[config.mk]
export PLATFORM = sky130hd
export DESIGN_NAME = pacman_mover
export DESIGN_NICKNAME = d
export VERILOG_FILES = /design/src/rtl/pacman_mover.sv
export SDC_FILE = /design/constraint.sdc
export NUM_CORES = 1
export LEC_CHECK = 0
export BUFFER_PORTS_ARGS = -buffer_cell sky130_fd_sc_hd__clkbuf_2
export CAP_MARGIN = 20
export CELL_PAD_IN_SITES_DETAIL_PLACEMENT = 0
export CELL_PAD_IN_SITES_GLOBAL_PLACEMENT = 1
export CORE_ASPECT_RATIO = 1.25
export CORE_UTILIZATION = 40
export CTS_BUF_LIST = sky130_fd_sc_hd__clkbuf_4 sky130_fd_sc_hd__clkbuf_8
export CTS_CLUSTER_DIAMETER = 150
export CTS_CLUSTER_SIZE = 28
export DETAILED_ROUTE_END_ITERATION = 8
export PLACE_DENSITY = 0.71
export SYNTH_ARGS = -nofsm -noshare
export SYNTH_HDL_FRONTEND = slang
export SYNTH_SLANG_ARGS = --single-unit
[constraint.sdc]
create_clock -name clock -period 4.3 [get_ports clock]
set_input_delay 0.215 -clock clock [delete_from_list [all_inputs] [get_ports clock]]
set_output_delay 0.215 -clock clock [all_outputs]
set_load 0.02 [all_outputs]
[src/rtl/pacman_mover.sv]
// Sprite motion controller: buffered turns, tick-paced steps, wall queries via req/ack.
// Define PACMAN_TUNNEL_WRAP_EN to make x wrap around instead of clamping at the edges.
module pacman_mover #(
  parameter int X_W      = 8,
  parameter int Y_W      = 7,
  parameter int X_MAX    = 159,
  parameter int Y_MAX    = 119,
  parameter int X_INIT   = 80,
  parameter int Y_INIT   = 60,
  parameter int STEP     = 1,
  parameter int MOVE_DIV = 833333
) (
  input  logic           clock,
  input  logic           reset,
  input  logic           enable,
  input  logic [2:0]     dir_in,
  input  logic           dir_valid,
  output logic           wall_req,
  output logic [X_W-1:0] wall_x,
  output logic [Y_W-1:0] wall_y,
  input  logic           wall_ack,
  input  logic           wall_hit,
  output logic [X_W-1:0] x,
  output logic [Y_W-1:0] y,
  output logic [2:0]     heading,
  output logic           moving,
  output logic           step_done
);

  localparam int CW = $clog2(MOVE_DIV);
  localparam logic [CW-1:0] DIV_LAST = CW'(MOVE_DIV - 1);
  localparam logic [X_W:0]  STEP_X   = (X_W+1)'(STEP);
  localparam logic [X_W:0]  XMAX_X   = (X_W+1)'(X_MAX);
  localparam logic [Y_W:0]  STEP_Y   = (Y_W+1)'(STEP);
  localparam logic [Y_W:0]  YMAX_Y   = (Y_W+1)'(Y_MAX);
`ifdef PACMAN_TUNNEL_WRAP_EN
  localparam logic [X_W:0]  XLIM_X   = (X_W+1)'(X_MAX + 1);
`endif

  localparam logic [2:0] DIR_R    = 3'd0;
  localparam logic [2:0] DIR_U    = 3'd1;
  localparam logic [2:0] DIR_L    = 3'd2;
  localparam logic [2:0] DIR_D    = 3'd3;
  localparam logic [2:0] DIR_STOP = 3'd4;

  typedef enum logic [1:0] {S_IDLE, S_CHK_PEND, S_CHK_HEAD, S_MOVE} state_t;

  state_t         state_q;
  logic [CW-1:0]  cnt_q;
  logic [X_W-1:0] x_q, wall_x_q;
  logic [Y_W-1:0] y_q, wall_y_q;
  logic [2:0]     heading_q, turn_q, pend_dir_q, pend_dir_d;
  logic           pend_vld_q, pend_vld_d;
  logic           wall_req_q, step_done_q;

  logic           tick, pend_clr, cand_blocked;
  logic [2:0]     chk_dir;
  logic [X_W:0]   sum_x;
  logic [Y_W:0]   sum_y;
  logic [X_W-1:0] cand_x;
  logic [Y_W-1:0] cand_y;

  assign tick = enable && (cnt_q == DIV_LAST);

  // Candidate is computed one bit wide so edge under/overflow is visible before clamping.
  always_comb begin
    chk_dir = (state_q == S_CHK_PEND) ? pend_dir_q : heading_q;
    sum_x   = {1'b0, x_q} + STEP_X;
    sum_y   = {1'b0, y_q} + STEP_Y;
    cand_x  = x_q;
    cand_y  = y_q;
    case (chk_dir)
      DIR_R: begin
        if (sum_x > XMAX_X) begin
`ifdef PACMAN_TUNNEL_WRAP_EN
          cand_x = X_W'(sum_x - XLIM_X);
`else
          cand_x = X_W'(XMAX_X);
`endif
        end else begin
          cand_x = X_W'(sum_x);
        end
      end
      DIR_L: begin
        if ({1'b0, x_q} < STEP_X) begin
`ifdef PACMAN_TUNNEL_WRAP_EN
          cand_x = X_W'({1'b0, x_q} + XLIM_X - STEP_X);
`else
          cand_x = '0;
`endif
        end else begin
          cand_x = X_W'({1'b0, x_q} - STEP_X);
        end
      end
      DIR_U: begin
        if ({1'b0, y_q} < STEP_Y) cand_y = '0;
        else                      cand_y = Y_W'({1'b0, y_q} - STEP_Y);
      end
      DIR_D: begin
        if (sum_y > YMAX_Y) cand_y = Y_W'(YMAX_Y);
        else                cand_y = Y_W'(sum_y);
      end
      default: ;
    endcase
    cand_blocked = (cand_x == x_q) && (cand_y == y_q);
  end

  // A new request in the same cycle the pending turn is consumed overrides the clear.
  always_comb begin
    pend_clr = ((state_q == S_IDLE) && tick && pend_vld_q &&
                ((pend_dir_q == DIR_STOP) || (pend_dir_q == heading_q))) ||
               ((state_q == S_CHK_PEND) && wall_req_q && wall_ack && !wall_hit);
    pend_vld_d = pend_vld_q;
    pend_dir_d = pend_dir_q;
    if (pend_clr) pend_vld_d = 1'b0;
    if (dir_valid && (dir_in <= DIR_STOP)) begin
      pend_vld_d = 1'b1;
      pend_dir_d = dir_in;
    end
  end

  always_ff @(posedge clock or posedge reset) begin
    if (reset) begin
      state_q     <= S_IDLE;
      cnt_q       <= '0;
      x_q         <= X_W'(X_INIT);
      y_q         <= Y_W'(Y_INIT);
      heading_q   <= DIR_STOP;
      turn_q      <= DIR_STOP;
      pend_dir_q  <= DIR_STOP;
      pend_vld_q  <= 1'b0;
      wall_req_q  <= 1'b0;
      wall_x_q    <= '0;
      wall_y_q    <= '0;
      step_done_q <= 1'b0;
    end else begin
      cnt_q       <= (!enable || (cnt_q == DIV_LAST)) ? '0 : cnt_q + 1'b1;
      pend_vld_q  <= pend_vld_d;
      pend_dir_q  <= pend_dir_d;
      step_done_q <= 1'b0;
      case (state_q)
        S_IDLE: begin
          if (tick) begin
            if (pend_vld_q && (pend_dir_q == DIR_STOP)) heading_q <= DIR_STOP;
            else if (pend_vld_q && (pend_dir_q != heading_q)) state_q <= S_CHK_PEND;
            else if (heading_q != DIR_STOP) state_q <= S_CHK_HEAD;
          end
        end
        S_CHK_PEND: begin
          if (!wall_req_q) begin
            if (cand_blocked) begin
              state_q <= (heading_q != DIR_STOP) ? S_CHK_HEAD : S_IDLE;
            end else begin
              wall_req_q <= 1'b1;
              wall_x_q   <= cand_x;
              wall_y_q   <= cand_y;
              turn_q     <= pend_dir_q;
            end
          end else if (wall_ack) begin
            wall_req_q <= 1'b0;
            if (!wall_hit) begin
              heading_q <= turn_q;
              state_q   <= S_MOVE;
            end else begin
              state_q <= (heading_q != DIR_STOP) ? S_CHK_HEAD : S_IDLE;
            end
          end
        end
        S_CHK_HEAD: begin
          if (!wall_req_q) begin
            if (cand_blocked) begin
              heading_q <= DIR_STOP;
              state_q   <= S_IDLE;
            end else begin
              wall_req_q <= 1'b1;
              wall_x_q   <= cand_x;
              wall_y_q   <= cand_y;
            end
          end else if (wall_ack) begin
            wall_req_q <= 1'b0;
            if (!wall_hit) begin
              state_q <= S_MOVE;
            end else begin
              heading_q <= DIR_STOP;
              state_q   <= S_IDLE;
            end
          end
        end
        S_MOVE: begin
          x_q         <= wall_x_q;
          y_q         <= wall_y_q;
          step_done_q <= 1'b1;
          state_q     <= S_IDLE;
        end
        default: state_q <= S_IDLE;
      endcase
    end
  end

  assign wall_req  = wall_req_q;
  assign wall_x    = wall_x_q;
  assign wall_y    = wall_y_q;
  assign x         = x_q;
  assign y         = y_q;
  assign heading   = heading_q;
  assign moving    = (heading_q != DIR_STOP);
  assign step_done = step_done_q;

endmodule
======== Yosys cells after proc, flatten, opt, wreduce, memory -nomap -nowiden ========
Cells that the tools add are included.
storage, ports and cells
  bits in registers ....................... 64
  word-level logic and storage cells ...... 112
cells by class
  $add $sub $neg .......................... 5
  mux-type cells .......................... 38
  order comparisons ....................... 5
  equal/unequal tests ..................... 25
  reductions and logical operators ........ 25
  bitwise operators ....................... 2
operators by type and width
  operator               count
  $mux 3                 10
  $mux 2                 13
  $add 20x1->20 const B  1
  $eq 20x20->1 const B   1
  $mux 20                1
  $ne 3x3->1 const B     6
  $mux 8                 2
  $pmux 8 s2             1
  $mux 7                 2
  $pmux 7 s2             1
  $logic_and 1x1->1      11
  $ne 2x2->1 const B     5
  $add 8x1->9 const B    1
  $gt 9x8->1 const B     1
  $pmux 3 s3             1
  $reduce_and 9->1       1
  $add 7x1->8 const B    1
  $eq 8x8->1             1
  $gt 8x7->1 const B     1
  $lt 8x1->1 const B     1
  $pmux 2 s4             1
  $sub 8x1->8 const B    1
  $eq 7x7->1             1
  $lt 7x1->1 const B     1
  other kinds (22)       34

======== Longest topological paths before layout ========
Gate-level depths: netlist (run 1).
  depth in word-level cells ............... 9
  mapped depth ............................ 13
  gate-level depth less buffers ........... 10

======== Least setup slack after synthesis (run 1) ========
No wires, ideal clock.
  path type ............................... register to register
  start point ............................. register x_q[0] (netlist: x[0])
  end point ............................... register wall_x_q[0] (netlist: wall_x[0])
  clock period less this slack ............ 3329 ps
  slack ................................... 971 ps
  setup time .............................. 125 ps
  arrival ................................. 3204 ps
  buffers on the path ..................... 2
  stages on the path, launching flop included .. 13
  required time ........................... 4175 ps
  path through ............................ dfrtp_1 -> clkbuf_1 -> inv_1 -> ha_1 -> or3b_2 -> o211ai_1 -> a211oi_1 -> a211o_1 -> nor3_1 -> nand4_4 -> o21ai_4 -> buf_12 -> mux2_4
on the way
  cells in the longest elaborated chain, start to end .. 8
ends and longest elaborated chain
  element                     line  text
  from (decl)                 50    logic [X_W-1:0] x_q, wall_x_q;
  from (signal assigned)      126   x_q <= X_W'(X_INIT);
  from (signal assigned)      190   x_q <= wall_x_q;
  $add 8x1->9                 68    sum_x = {1'b0, x_q} + STEP_X;
  $gt 9x8->1                  74    if (sum_x > XMAX_X) begin
  $mux 8                      74
  $pmux 8 s2                  72    case (chk_dir)
  $eq 8x8->1                  105   cand_blocked = (cand_x == x_q) && (cand_y == y_q);
  $logic_and 1x1->1           105
  $not 1->1 (no line)         --
  $reduce_and 3->1 (no line)  --
  to (signal assigned)        155   wall_x_q <= cand_x;
  to (signal assigned)        176   wall_x_q <= cand_x;
  to (decl)                   50
Several ways; a longest one is shown, not always the timed one.
A chain may end at the register's enable or synchronous reset.

======== Worst setup path in the final report (run 1) ========
  start point ............................. register state_q[1]
  end point ............................... register wall_y_q[0] (netlist: wall_y[0])
on the way
  cells in the longest elaborated chain, start to end .. 8
ends and longest elaborated chain
  element                                          line     text
  from (decl)                                      48       state_t state_q;
  from (signal assigned)                           152      state_q <= (heading_q != DIR_STOP) ? S_CHK_HEAD : S_IDLE;
  from (signal assigned)                           165      state_q <= (heading_q != DIR_STOP) ? S_CHK_HEAD : S_IDLE;
  $eq 2x1->1                                       67, 141
  $mux 3                                           67       chk_dir = (state_q == S_CHK_PEND) ? pend_dir_q : heading_q;
  $eq 3x2->1, or another cell as far along         72
  $pmux 8 s2 / $pmux 7 s2 (equally long branches)  72
  $eq 8x8->1 / $eq 7x7->1 (equally long branches)  105
  $logic_and 1x1->1                                105
  $not 1->1 (no line)                              --
  $reduce_and 3->1 (no line)                       --
  to (signal assigned)                             156      wall_y_q <= cand_y;
  to (signal assigned)                             177      wall_y_q <= cand_y;
  to (decl)                                        51       logic [Y_W-1:0] y_q, wall_y_q;
Several ways; a longest one is shown, not always the timed one.

==> flow_summary.ini, run 1 <==
[synth]
synth-main-ff-cell = dfrtp_1
yosysMostFrequentCell = dfrtp_1
ys_types = 82
yosysWarnings = 0
synth_top_area_cell = dfrtp_1
synth_async_sr_flop_share_pct = 100
syn_inst = 542
synth_seq_area_share_pct = 34.3
synth_area_um2 = 4700
synth_fp_nets = 562
netlist.area_leader.share_pct = 29.3
ys_ff_latch = 64
ys_top_cells_by_count = dfrtp_1 (55), nor2_1 (49), nand2_1 (47)
synthTopCellsByArea = dfrtp_1 (29%), dfstp_2 (5.0%), mux2_2 (4.8%)
avgSynthCellArea_um2 = 8.68
synth_edf_count = 0

[run]
maxCapViolations = 0

[timing]
hold_slack_ns = 0.0683
fmax_mhz = 256
post-route-min-period_ns = 3.91
fin_tns_setup_ns = 0
tightestPinTransition_ns = 1.02
drv_slew = 0
finClkSkew_ns = 0.0192
rsz0062_at_grt = false
finalHoldViolations = 0
relSlewSlack_pct = 30.3
setup-violations-final = 0
fin_crit_sh_pct = 90.9

[global_route]
gr-total-overflow = 0
grt_pass1_vias = 4105
grt_max_degree = 65
grt_usage_pct = 22.6
antenna_found_initial = 0
grt_first_pass_wirelength_mm = 21.6

[setup_path]
timing.rr.start = state_q[1]
critPathMaxFanout = 20
worstSetupStartpointType = flip-flop
crit_arrival_ns = 4.15
r2r_end = wall_y[0]
r2r_slack_ns = 0.39
r2r_cells = 11
required_ns = 4.54
crit_type = reg2reg
endpoint_kind = flip-flop

[placement]
gp_congestion = 0.878
hpwl_mm = 9.14
place.port_buffers = 44
placed_cell_area_um2 = 5040

[die]
die_width_um = 99
die_y_um = 123
num_io_pins = 45
rows = 43
start_util_pct = 41.6
core_area_um2 = 11300
dieArea_um2 = 12200

[routing]
met2WireLength_mm = 6.35
wl_met1_mm = 5.78
drtPass1Iterations = 5
top_layer_used = met4
drcViolationCount = 0
drt-initial-drc-count = 336
routed_via_density = 6.11
avgRoutedWirePerCell_um = 18.4
num_vias = 4355
dr_wl_met3_um = 628
drtAntennaViolNets = 0
routed_wl_mm = 13.1

[worst_hold_path]
min_path_type = in2async

[finish]
synthToLayoutAreaGrowth_pct = 11.8
fin_nets = 593
seqCellArea_um2 = 1610
final_util_pct = 46.6
design_area_um2 = 5260
fill_cells = 1116
n_antenna_cell = 0
multi_input_area_um2 = 2850
drive_gt1_share_pct = 22.1

[clocking]
cts_buffer_depth = 2
clock_latency_ns = 0.36
cts-resized-gates = 0
clk_pin_slew_ns = 0.09
cts_tree = built
cts_sinks = 64
htree_levels = 3
numCtsBuffers = 9
cts_hold_buf = 0
postCtsSetupBuffers = 0
root_buffer = clkbuf_8

[pwr]
power_leakage_nw = 2.23
powerDensity_nw_per_um2 = 240
worst_ir_drop_vdd_mv = 0.156

[run_status]
status = completed
-- placed cells by master (no fill, tap or decap), types with 7 or more instances in the layout --
cell      count
nor2_1       49
nand3_1      22
inv_1        17
nor4_1        7
a31oi_1       8
mux2_2       20
a21oi_1      23
dfstp_2       9
dfrtp_1      55
clkbuf_8      9
or3_1        11
nor3_1       16
nand2_1      47
clkbuf_2     44
xnor2_1      11
buf_4        14
ha_1         11
mux2_4        8
o211ai_1     10
o21ai_0      43
xor2_1       12
-- final cells by class --
type,instances,area share [%]
inverter,18,1.28
sequential,64,30.7
multi-input combinational,421,54.1
clock buffer,9,2.35
timing repair buffer,59,6.56
clock inverter,7,1.83
tap,135,3.21
-- power by group --
group / switching (mW) / total, mW / internal, mW / leakage, nW
Clock: 0.269 / 0.596 / 0.327 / 0.113
Sequential: 0.0119 / 0.621 / 0.610 / 0.834
Combinational: 0.0279 / 0.0448 / 0.0169 / 1.28
-- sequential cells by signal, summed over array words and instances, names as in the netlist --
signal / cells
cnt_q: 20
heading: 3
pend_dir_q: 3
pend_vld_q: 1
state_q: 2
step_done: 1
turn_q: 3
wall_req: 1
wall_x: 8
wall_y: 7
x: 8
y: 7
-- critical path, stage by stage, from the launching register on --
cell	delay [ns]
dfrtp_1	0.44
inv_1	0.10
ha_1	0.50
mux2i_2	0.92
or3_1	0.25
a21o_1	0.12
a41oi_1	0.14
a311oi_2	0.37
nand4_4	0.19
o21ai_4	0.22
buf_12	0.19
mux2_2	0.34
-- cell families (layout without fill, tap and decap cells) --
| family | after synthesis | after routing | synth area share, % |
|---|---|---|---|
| adder cells (fa/ha/maj) | 11 | 11 | 2.93 |
| flip-flops | 64 | 64 | 34.3 |
| AND/OR/NAND/NOR | 207 | 207 | 23.6 |
| buffers and inverters | 57 | 93 | 5.29 |
| multiplexers | 30 | 30 | 7.77 |
| AO/OA/AOI/OAI | 150 | 150 | 21.9 |
| XOR/XNOR | 23 | 23 | 4.28 |
-- metal layers --
metal | vias up | GRT usage [%]
met5 | - | 0
met4 | 0 | 10.5
li1 | 2069 | -
met1 | 2113 | 29.8
met3 | 27 | 2.77
met2 | 146 | 37.0
-- worst max path at each step --
stage                     startpoint  cells past startpoint        end  slack [ns]
after floorplan                 x[0]                     12  wall_x[0]        0.97
after global placement    state_q[1]                     11  wall_y[3]        0.45
after detailed placement  state_q[1]                     11  wall_y[2]        0.41
after CTS                 state_q[1]                     11  wall_y[0]        0.40
after global routing      state_q[1]                     11  wall_y[0]        0.21
final                     state_q[1]                     11  wall_y[0]        0.39
-- metrics by stage --
| step | worst slack, ns | instances | total power, mW |
|---|---|---|---|
| floorplan | 0.971 | 542 | 0.660 |
| global placement | 0.453 | 697 | 0.677 |
| detailed placement | 0.415 | 697 | 0.680 |
| CTS | 0.399 | 713 | 1.28 |
| global route | 0.209 | 713 | 1.31 |
| finish | 0.390 | 713 | 1.26 |
No activity file was read; power rests on OpenSTA's default activity.
==> inputs of run 2 (changes only) <==
--- a/config.mk
+++ b/config.mk
@@ -5,6 +5,7 @@
 export SDC_FILE = /design/constraint.sdc
 export NUM_CORES = 1
 export LEC_CHECK = 0
+export ABC_AREA = 1
 export BUFFER_PORTS_ARGS = -buffer_cell sky130_fd_sc_hd__clkbuf_2
 export CAP_MARGIN = 20
 export CELL_PAD_IN_SITES_DETAIL_PLACEMENT = 0
@@ -15,7 +16,7 @@
 export CTS_CLUSTER_DIAMETER = 150
 export CTS_CLUSTER_SIZE = 28
 export DETAILED_ROUTE_END_ITERATION = 8
-export PLACE_DENSITY = 0.71
+export PLACE_DENSITY = 0.74
 export SYNTH_ARGS = -nofsm -noshare
 export SYNTH_HDL_FRONTEND = slang
 export SYNTH_SLANG_ARGS = --single-unit
==> flow_summary.ini, run 2 <==
[routing]
drtAntennaViolNets = 0
drt-initial-drc-count = 152
drtPass1Iterations = 4
routed_via_density = 5.18
avgRoutedWirePerCell_um = 13.8
num_vias = 3830
routed_wl_mm = 10.2
drcViolationCount = 0

[die]
die_width_um = 94.3
num_io_pins = 45
rows = 41
start_util_pct = 41.7
die_y_um = 117
core_area_um2 = 10200
dieArea_um2 = 11100

[placement]
dp_cells = 722
gp_congestion = 0.808
place_ws_ns = 0.699
place.port_buffers = 44
hpwl_mm = 7.36

[synth]
synth-main-ff-cell = dfrtp_1
synthTopCellsByArea = dfrtp_1 (32%), nand2_1 (11%), nand3_1 (5.9%)
synth_async_sr_flop_share_pct = 100
netlist.area_leader.share_pct = 32.3
yosysWarnings = 0
synth_top_area_cell = dfrtp_1
avgSynthCellArea_um2 = 7.55
synth_edf_count = 0
ys_types = 45
synth_area_um2 = 4260
ys_top_cells_by_count = nand2_1 (129), dfrtp_1 (55), inv_1 (50), nand3_1 (50), o21ai_0 (50)
synth_seq_area_share_pct = 37.9
synth_fp_nets = 584
syn_inst = 564
yosysMostFrequentCell = nand2_1
ys_ff_latch = 64

[timing]
hold_slack_ns = 0.0640
worst_slack_ns = 0.705
finalHoldViolations = 0
fin_tns_setup_ns = 0
fin_crit_sh_pct = 83.6
fmax_mhz = 278
rsz0062_at_grt = false
tightestPinTransition_ns = 0.835
relSlewSlack_pct = 44.3
drv_slew = 0
finClkSkew_ns = 0.0104
setup-violations-final = 0
post-route-min-period_ns = 3.59

[clocking]
cts_tree = built
clock_latency_ns = 0.36
cts_sinks = 64
cts_hold_buf = 0
htree_levels = 3
root_buffer = clkbuf_8
clk_pin_slew_ns = 0.08
cts-resized-gates = 0
numCtsBuffers = 9
cts_buffer_depth = 2
postCtsSetupBuffers = 0

[setup_path]
critPathMaxFanout = 29
r2r_cells = 15
r2r_slack_ns = 0.71
worstSetupStartpointType = flip-flop
crit_type = reg2reg
crit_arrival_ns = 3.83
endpoint_kind = flip-flop
required_ns = 4.54

[global_route]
gr-total-overflow = 0
grt_first_pass_wirelength_mm = 17.7
grt_usage_pct = 20.2
grt_max_degree = 65
antenna_found_initial = 0
grt_pass1_vias = 3748

[finish]
synthToLayoutAreaGrowth_pct = 11.0
layout_commonest_cell = nand2_1
largest_reg_flops = 20
n_antenna_cell = 0
drive_gt1_share_pct = 20.5
final_cell_mix = nand2_1 (129), dfrtp_1 (55), nand3_1 (50), o21ai_0 (50), inv_1 (49)
largest-register = cnt_q
fin_nets = 625
stdcell_count = 739

[pwr]
powerDensity_nw_per_um2 = 243
power_leakage_nw = 2.26
worst_ir_drop_vdd_mv = 0.180

[run]
maxCapViolations = 0

[worst_hold_path]
min_path_type = in2async

[run_status]
status = completed
==> run 2: final timing paths <==
kind                                  from            end
worst min register to register   turn_q[2]      turn_q[2]
min in group clock               dir_in[2]  pend_dir_q[2]
worst max-delay path            state_q[1]      wall_x[7]
worst max register to register  state_q[1]      wall_x[7]
max in group asynchronous            reset           x[3]
worst min-delay path                 reset     pend_vld_q
==> run 2: cell type report <==
cell class / count / area (µm²)
Clock buffer: 10 / 138
Clock inverter: 6 / 43.8
Fill cell: 1060 / 5480
Inverter: 58 / 219
Multi-Input combinational cell: 425 / 2300
Sequential cell: 64 / 1610
Tap cell: 129 / 161
Timing Repair Buffer: 47 / 250
==> run 2: where the power goes <==
group / internal [mW] / switching (mW)
Combinational: 0.0136 / 0.0293
Clock: 0.227 / 0.263
Sequential: 0.609 / 0.00771
==> run 2: kinds of logic after synthesis <==
family	synth area share [%]
flops	37.9
simple gates	32.6
mux	0.265
buf+inv	8.08
compound gates	14.3
xor+xnor	3.67
fa+ha+maj	3.23
==> run 2: critical path, cell delays in order (launching register included) <==
cell     delay (ns)
dfrtp_1        0.41
inv_1          0.09
ha_1           0.50
o21ai_2        0.19
nor2_4         0.41
inv_1          0.23
a21oi_1        0.25
a21oi_1        0.13
nand3_1        0.10
nand4_1        0.09
nor2_1         0.17
nand3_2        0.12
nand3_2        0.47
inv_1          0.15
nand2_1        0.09
nand2_1        0.05
==> run 2: stage by stage <==
stage | utilization (%) | instance area (µm²) | total power [mW]
6_report | 46.3 | 4720 | 1.15
5_1_grt | 46.3 | 4720 | 1.20
4_1_cts | 46.1 | 4710 | 1.16
3_5_place_dp | 44.4 | 4530 | 0.673
3_3_place_gp | 44.4 | 4530 | 0.671
2_1_floorplan | - | 4260 | 0.657
==> run 2: routing by layer <==
metal	part of all wire, %	GRT usage [%]	up-vias	wire length [µm]
met4	1.8	8.75	0	180
met3	2.8	2.79	13	283
met1	47	26.7	1806	4850
met2	48	32.4	51	4900
met5	0	0	-	0
li1	-	-	1960	-
